[src/rtl/rr_arbiter4_pkg.sv]
// arb_pkg: shared sizes, state type and one-hot helper for the round-robin arbiter
package arb_pkg;
  localparam int NREQ = 4;
  localparam int SEL_W = 2;
  typedef enum logic [1:0] {IDLE, GRANT, GAP} arb_state_t;
  function automatic logic [NREQ-1:0] onehot(input logic [SEL_W-1:0] i);
    return NREQ'(1) << i;
  endfunction
endpackage

[src/rtl/rr_arbiter4_if.sv]
// rr_arbiter4_if: request/grant bundle between requesters and the arbiter
interface rr_arbiter4_if;
  import arb_pkg::*;
  logic [NREQ-1:0] req;
  logic [NREQ-1:0] gnt;
  logic [SEL_W-1:0] sel;
  logic busy;
  logic preempt;
  modport master(output req, input gnt, sel, busy, preempt);
  modport slave(input req, output gnt, sel, busy, preempt);
endinterface

[src/rtl/rr_arbiter4_pick4.sv]
// rr_pick4: rotate requests by ptr, fixed-priority pick, unrotate to the winner index
module rr_pick4
  import arb_pkg::*;
(
  input  logic [NREQ-1:0]  req_i,
  input  logic [SEL_W-1:0] ptr_i,
  output logic             any_o,
  output logic [SEL_W-1:0] win_o
);
  logic [NREQ-1:0] rot;
  logic [SEL_W-1:0] off;
  for (genvar i = 0; i < NREQ; i++) begin : g_rot
    assign rot[i] = req_i[ptr_i + SEL_W'(i)];
  end
  assign off = rot[0] ? 2'd0 : rot[1] ? 2'd1 : rot[2] ? 2'd2 : 2'd3;
  assign win_o = ptr_i + off;
  assign any_o = |req_i;
endmodule

[src/rtl/rr_arbiter4.sv]
// rr_arbiter4: four-way round-robin arbiter with hold timeout and one dead cycle per handover
module rr_arbiter4
  import arb_pkg::*;
#(
  parameter int MAX_HOLD = 16
) (
  input logic         clk,
  input logic         reset,
  rr_arbiter4_if.slave bus
);
  localparam int CNT_W = (MAX_HOLD < 1) ? 1 : $clog2(MAX_HOLD + 1);
  arb_state_t state_q, state_d;
  logic [SEL_W-1:0] ptr_q, ptr_d, sel_q, sel_d, win;
  logic [NREQ-1:0] gnt_q, gnt_d;
  logic [CNT_W-1:0] cnt_q, cnt_d;
  logic busy_q, busy_d, preempt_q, preempt_d, any, tmo;
  rr_pick4 u_pick (
    .req_i(bus.req),
    .ptr_i(ptr_q),
    .any_o(any),
    .win_o(win)
  );
  assign tmo = (MAX_HOLD != 0) && (cnt_q == CNT_W'(MAX_HOLD - 1));
  always_comb begin
    state_d = state_q;
    ptr_d = ptr_q;
    cnt_d = cnt_q;
    gnt_d = '0;
    sel_d = sel_q;
    busy_d = 1'b0;
    preempt_d = 1'b0;
    case (state_q)
      GRANT:
        if (!bus.req[sel_q]) state_d = GAP;
        else if (tmo) begin
          state_d = GAP;
          preempt_d = 1'b1;
        end else begin
          gnt_d = gnt_q;
          busy_d = 1'b1;
          cnt_d = cnt_q + 1'b1;
        end
      default:
        if (any) begin
          state_d = GRANT;
          gnt_d = onehot(win);
          sel_d = win;
          busy_d = 1'b1;
          cnt_d = '0;
          ptr_d = win + 1'b1;
        end else state_d = IDLE;
    endcase
  end
  always_ff @(posedge clk or negedge reset)
    if (!reset) begin
      state_q <= IDLE;
      ptr_q <= '0;
      cnt_q <= '0;
      gnt_q <= '0;
      sel_q <= '0;
      busy_q <= 1'b0;
      preempt_q <= 1'b0;
    end else begin
      state_q <= state_d;
      ptr_q <= ptr_d;
      cnt_q <= cnt_d;
      gnt_q <= gnt_d;
      sel_q <= sel_d;
      busy_q <= busy_d;
      preempt_q <= preempt_d;
    end
  assign bus.gnt = gnt_q;
  assign bus.sel = sel_q;
  assign bus.busy = busy_q;
  assign bus.preempt = preempt_q;
endmodule

[src/flat_wrapper.sv]
// flat-port wrapper written by rule: the top's interface ports become plain ports
module rr_arbiter4_flat import arb_pkg::*;
#(
  parameter int MAX_HOLD = 16
)
  (clk, reset, bus_req, bus_gnt, bus_sel, bus_busy, bus_preempt);
  rr_arbiter4_if bus_i ();
  input logic clk;
  input logic reset;
  input wire logic [$bits(bus_i.req)-1:0] bus_req;
  output wire logic [$bits(bus_i.gnt)-1:0] bus_gnt;
  output wire logic [$bits(bus_i.sel)-1:0] bus_sel;
  output wire logic [$bits(bus_i.busy)-1:0] bus_busy;
  output wire logic [$bits(bus_i.preempt)-1:0] bus_preempt;
  assign bus_i.req = bus_req;
  assign bus_gnt = bus_i.gnt;
  assign bus_sel = bus_i.sel;
  assign bus_busy = bus_i.busy;
  assign bus_preempt = bus_i.preempt;
  rr_arbiter4 #(.MAX_HOLD(MAX_HOLD)) u_core (.clk(clk), .reset(reset), .bus(bus_i));
endmodule
[config.mk]
export PLATFORM = sky130hd
export DESIGN_NAME = rr_arbiter4_flat
export DESIGN_NICKNAME = d
export VERILOG_FILES = /design/src/rtl/rr_arbiter4_pkg.sv /design/src/rtl/rr_arbiter4_if.sv /design/src/rtl/rr_arbiter4_pick4.sv /design/src/rtl/rr_arbiter4.sv /design/src/flat_wrapper.sv
export SDC_FILE = /design/constraint.sdc
export NUM_CORES = 1
export LEC_CHECK = 0
export ABC_AREA = 1
export BUFFER_PORTS_ARGS = -buffer_cell sky130_fd_sc_hd__buf_4
export CAP_MARGIN = 25
export CELL_PAD_IN_SITES_DETAIL_PLACEMENT = 1
export CELL_PAD_IN_SITES_GLOBAL_PLACEMENT = 1
export CORE_MARGIN = 8
export CORE_UTILIZATION = 40
export DETAILED_ROUTE_END_ITERATION = 16
export PLACE_DENSITY_LB_ADDON = 0.1
export SLEW_MARGIN = 10
export SYNTH_ARGS = -nofsm -noshare
export SYNTH_HDL_FRONTEND = slang
export SYNTH_SLANG_ARGS = --single-unit
[constraint.sdc]
create_clock -name clk -period 2.2 [get_ports clk]
set_input_delay 0.66 -clock clk [delete_from_list [all_inputs] [get_ports clk]]
set_output_delay 0.66 -clock clk [all_outputs]
set_load 0.005 [all_outputs]
==> metrics <==
Clock power frac=10.2%; boundary pin count=14; # DRC=0; ratio of cells with drive above 1 in the final layout=22.6%; Rows=17; max_cap viols=0; R2R Path Start=u_core.ptr_q[0]; Clock Skews=3.51 ps; Core Region=2210 sq um; status=finished clean; RSZ-0062 raised after global routing=false; synthesized area=933 sq um; sequential fraction of the synthesis area=45.6%; Iter 0 DRT Violations=14; Vias/cell=4.89; Worst Hold Class=in -> async; max-slew violation count=0; half-perimeter wire length after placement=1700 microns; worst r2r path cells=11; Congestion Overflow GR=0; final net count=147; Root Driver=clkbuf_4; Clock Sinks=17; Max FO, Critical Path=5; final non-filler cell total=165; CTS tree=yes; CP delay by family, top=simple AND/OR/NAND/NOR gates; port buffer count=13; Worst IR Drop VDD=759 uV; Yosys warnings=0; layout overhead on the synthesized area=17.0%; share of power burned in registers=32.7%; Critical Path Source Type=flop; crit path DAT=1950 ps; fin util=49.4%; Worst Tran Pin Value=292 ps; worst-case clock buffer depth=2; Clk Latency, worst-skew pair=280 ps; initial antenna violation count=0; Mapped Avg Cell Area=7.78 sq um; GRT Total Usage=11.2%; placed cell count=161; Leak Pwr=0.577 nW; drt wl/cell=12.7 microns; Die Wd=64.3 microns; drt total wl=2090 microns; Mapped Cells=120; GPL Wtd Cong=0.841; largest net degree at the start of global routing=18; Slowest-stage cell, CP=dfrtp_1; Worst setup EP type=flop; Mapped Nets=129; Crit Path Category=reg -> reg; DIE AREA=4140 sq um; P_sw=0.000761 W; switch share=47.4%; Fmax=0.566 GHz; Reg clk slew, reported paths=100 ps; P_int=0.000846 W; Vias=807; Pre-antenna DRT Iters=3; Req. time, crit path=2380 ps; Most Frequent Cell on Critical Path=nand2_1; post-synthesis register bit count=17; Initial Utilization=42.2%; Die Span Y=64.3 microns; reg2reg end=u_core.ptr_q[1]; Post-CTS Setup Inserts=0; Bufs and invs on worst path=1; CP max stage delay=460 ps; worst setup path startpoint=u_core.ptr_q[0]; Detail Route Antenna Nets=0; final setup fails=0; Post-CTS Resized=0; fin crit share=80.3%; Pwr per Cell Area=1470 nW/um^2; hold_buf cts=0; ant diodes=0; cells along the critical path=inv_2 -> nand2_1 -> nand3_1 -> nand2_1 -> nand3_1 -> nand2_1 -> ha_1 -> nor2_1 -> nand3_2 -> nand2_2 -> nor2_2; Period minus WS final=1770 ps; Yosys cell types=18; Hold Vio Cnt, Final=0; H-tree depth=1; clock buffer count from CTS=3; first-pass GRT wire length=3860 microns; R2R setup slack=430 ps; Sum Neg Setup Slack=0 ps; vias in the first global route=887; Gate power share=57.1%; worst rel slew slack=80.4%
flip-flops by register name, indices dropped and copies added, names as in the netlist:
name                cells
u_core.cnt_q            5
u_core.bus.gnt          4
u_core.bus.sel          2
u_core.ptr_q            2
u_core.state_q          2
u_core.bus.busy         1
u_core.bus.preempt      1
per-stage QoR:
stage	hold slack (ps)	cell area (sq um)	setup slack (ps)	total power (W)
6_report	226	1090	433	0.00161
5_1_grt	226	1090	298	0.00180
4_1_cts	225	1090	407	0.00164
3_5_place_dp	472	1070	205	0.00147
3_3_place_gp	468	1070	269	0.00145
2_1_floorplan	364	933	455	0.00120
cells in the mapped netlist:
cell / n / area, sq um
a21oi_1: 2 / 10.0
a22oi_1: 1 / 7.51
and2_1: 1 / 6.26
dfrtp_1: 17 / 425
ha_1: 3 / 37.5
inv_1: 14 / 52.6
inv_2: 2 / 7.51
nand2_1: 37 / 139
nand2_2: 5 / 31.3
nand3_1: 10 / 50.1
nand3_2: 6 / 60.1
nor2_1: 11 / 41.3
nor2_2: 2 / 12.5
o21ai_0: 2 / 10.0
o21ai_1: 4 / 20.0
o21bai_1: 1 / 7.51
o22ai_1: 1 / 6.26
xor2_1: 1 / 8.76
cells by family after synthesis:
kind of cell | after synthesis | synth area share, %
AND/OR/NAND/NOR | 72 | 36.5
flip-flops | 17 | 45.6
buffers and inverters | 16 | 6.43
AO/OA/AOI/OAI | 11 | 6.57
adder cells (fa/ha/maj) | 3 | 4.02
XOR/XNOR | 1 | 0.939
power groups by stage:
stage,clock (W),sequential (W),combinational [W]
finish,0.000164,0.000526,0.000916
global route,0.000181,0.000545,0.00107
CTS,0.000168,0.000528,0.000943
detailed placement,0,0.000534,0.000939
global placement,0,0.000530,0.000917
floorplan,0,0.000516,0.000683
how the worst max path moves through the flow:
stage	end	slack, ps	cells after the start
2_1_floorplan	u_core.ptr_q[1]	450	10
3_3_place_gp	u_core.ptr_q[1]	270	11
3_5_place_dp	u_core.ptr_q[1]	200	11
4_1_cts	u_core.ptr_q[1]	410	11
5_1_grt	u_core.ptr_q[1]	300	11
6_report	u_core.ptr_q[1]	430	11
metal layers:
| layer | wire length, microns | GRT usage (%) | share of wire [%] | vias up |
|---|---|---|---|---|
| met2 | 1070 | 20.1 | 51 | 5 |
| met1 | 938 | 12.6 | 45 | 387 |
| li1 | - | - | - | 413 |
| met3 | 73 | 2.79 | 3.5 | 2 |
| met4 | 14 | 3.27 | 0.67 | 0 |
| met5 | 0 | 0 | 0 | - |
layout by cell type, fill, tap and decap left out:
| cell type | netlist | routed |
|---|---|---|
| nor2_2 | 2 | 2 |
| nor2_1 | 11 | 11 |
| ha_1 | 3 | 3 |
| nand3_2 | 6 | 6 |
| a22oi_1 | 1 | 1 |
| clkbuf_1 | 0 | 1 |
| buf_4 | 0 | 13 |
| a21oi_1 | 2 | 2 |
| dfrtp_1 | 17 | 17 |
| xor2_1 | 1 | 1 |
| nand2_1 | 37 | 37 |
| o21ai_1 | 4 | 4 |
| o22ai_1 | 1 | 1 |
| o21ai_0 | 2 | 2 |
| clkbuf_4 | 0 | 3 |
| nand2_2 | 5 | 5 |
| and2_1 | 1 | 1 |
| o21bai_1 | 1 | 1 |
| inv_1 | 14 | 14 |
| nand3_1 | 10 | 10 |
| inv_2 | 2 | 2 |
cell type report:
cell class / instances / area [sq um]
flip-flops and latches: 17 / 425
well taps: 28 / 35.0
inverters: 16 / 60.1
fillers: 295 / 1120
repair buffers: 13 / 97.6
clock buffers: 4 / 26.3
multi-input cells: 87 / 448
Power figures use the tool's default switching activity.
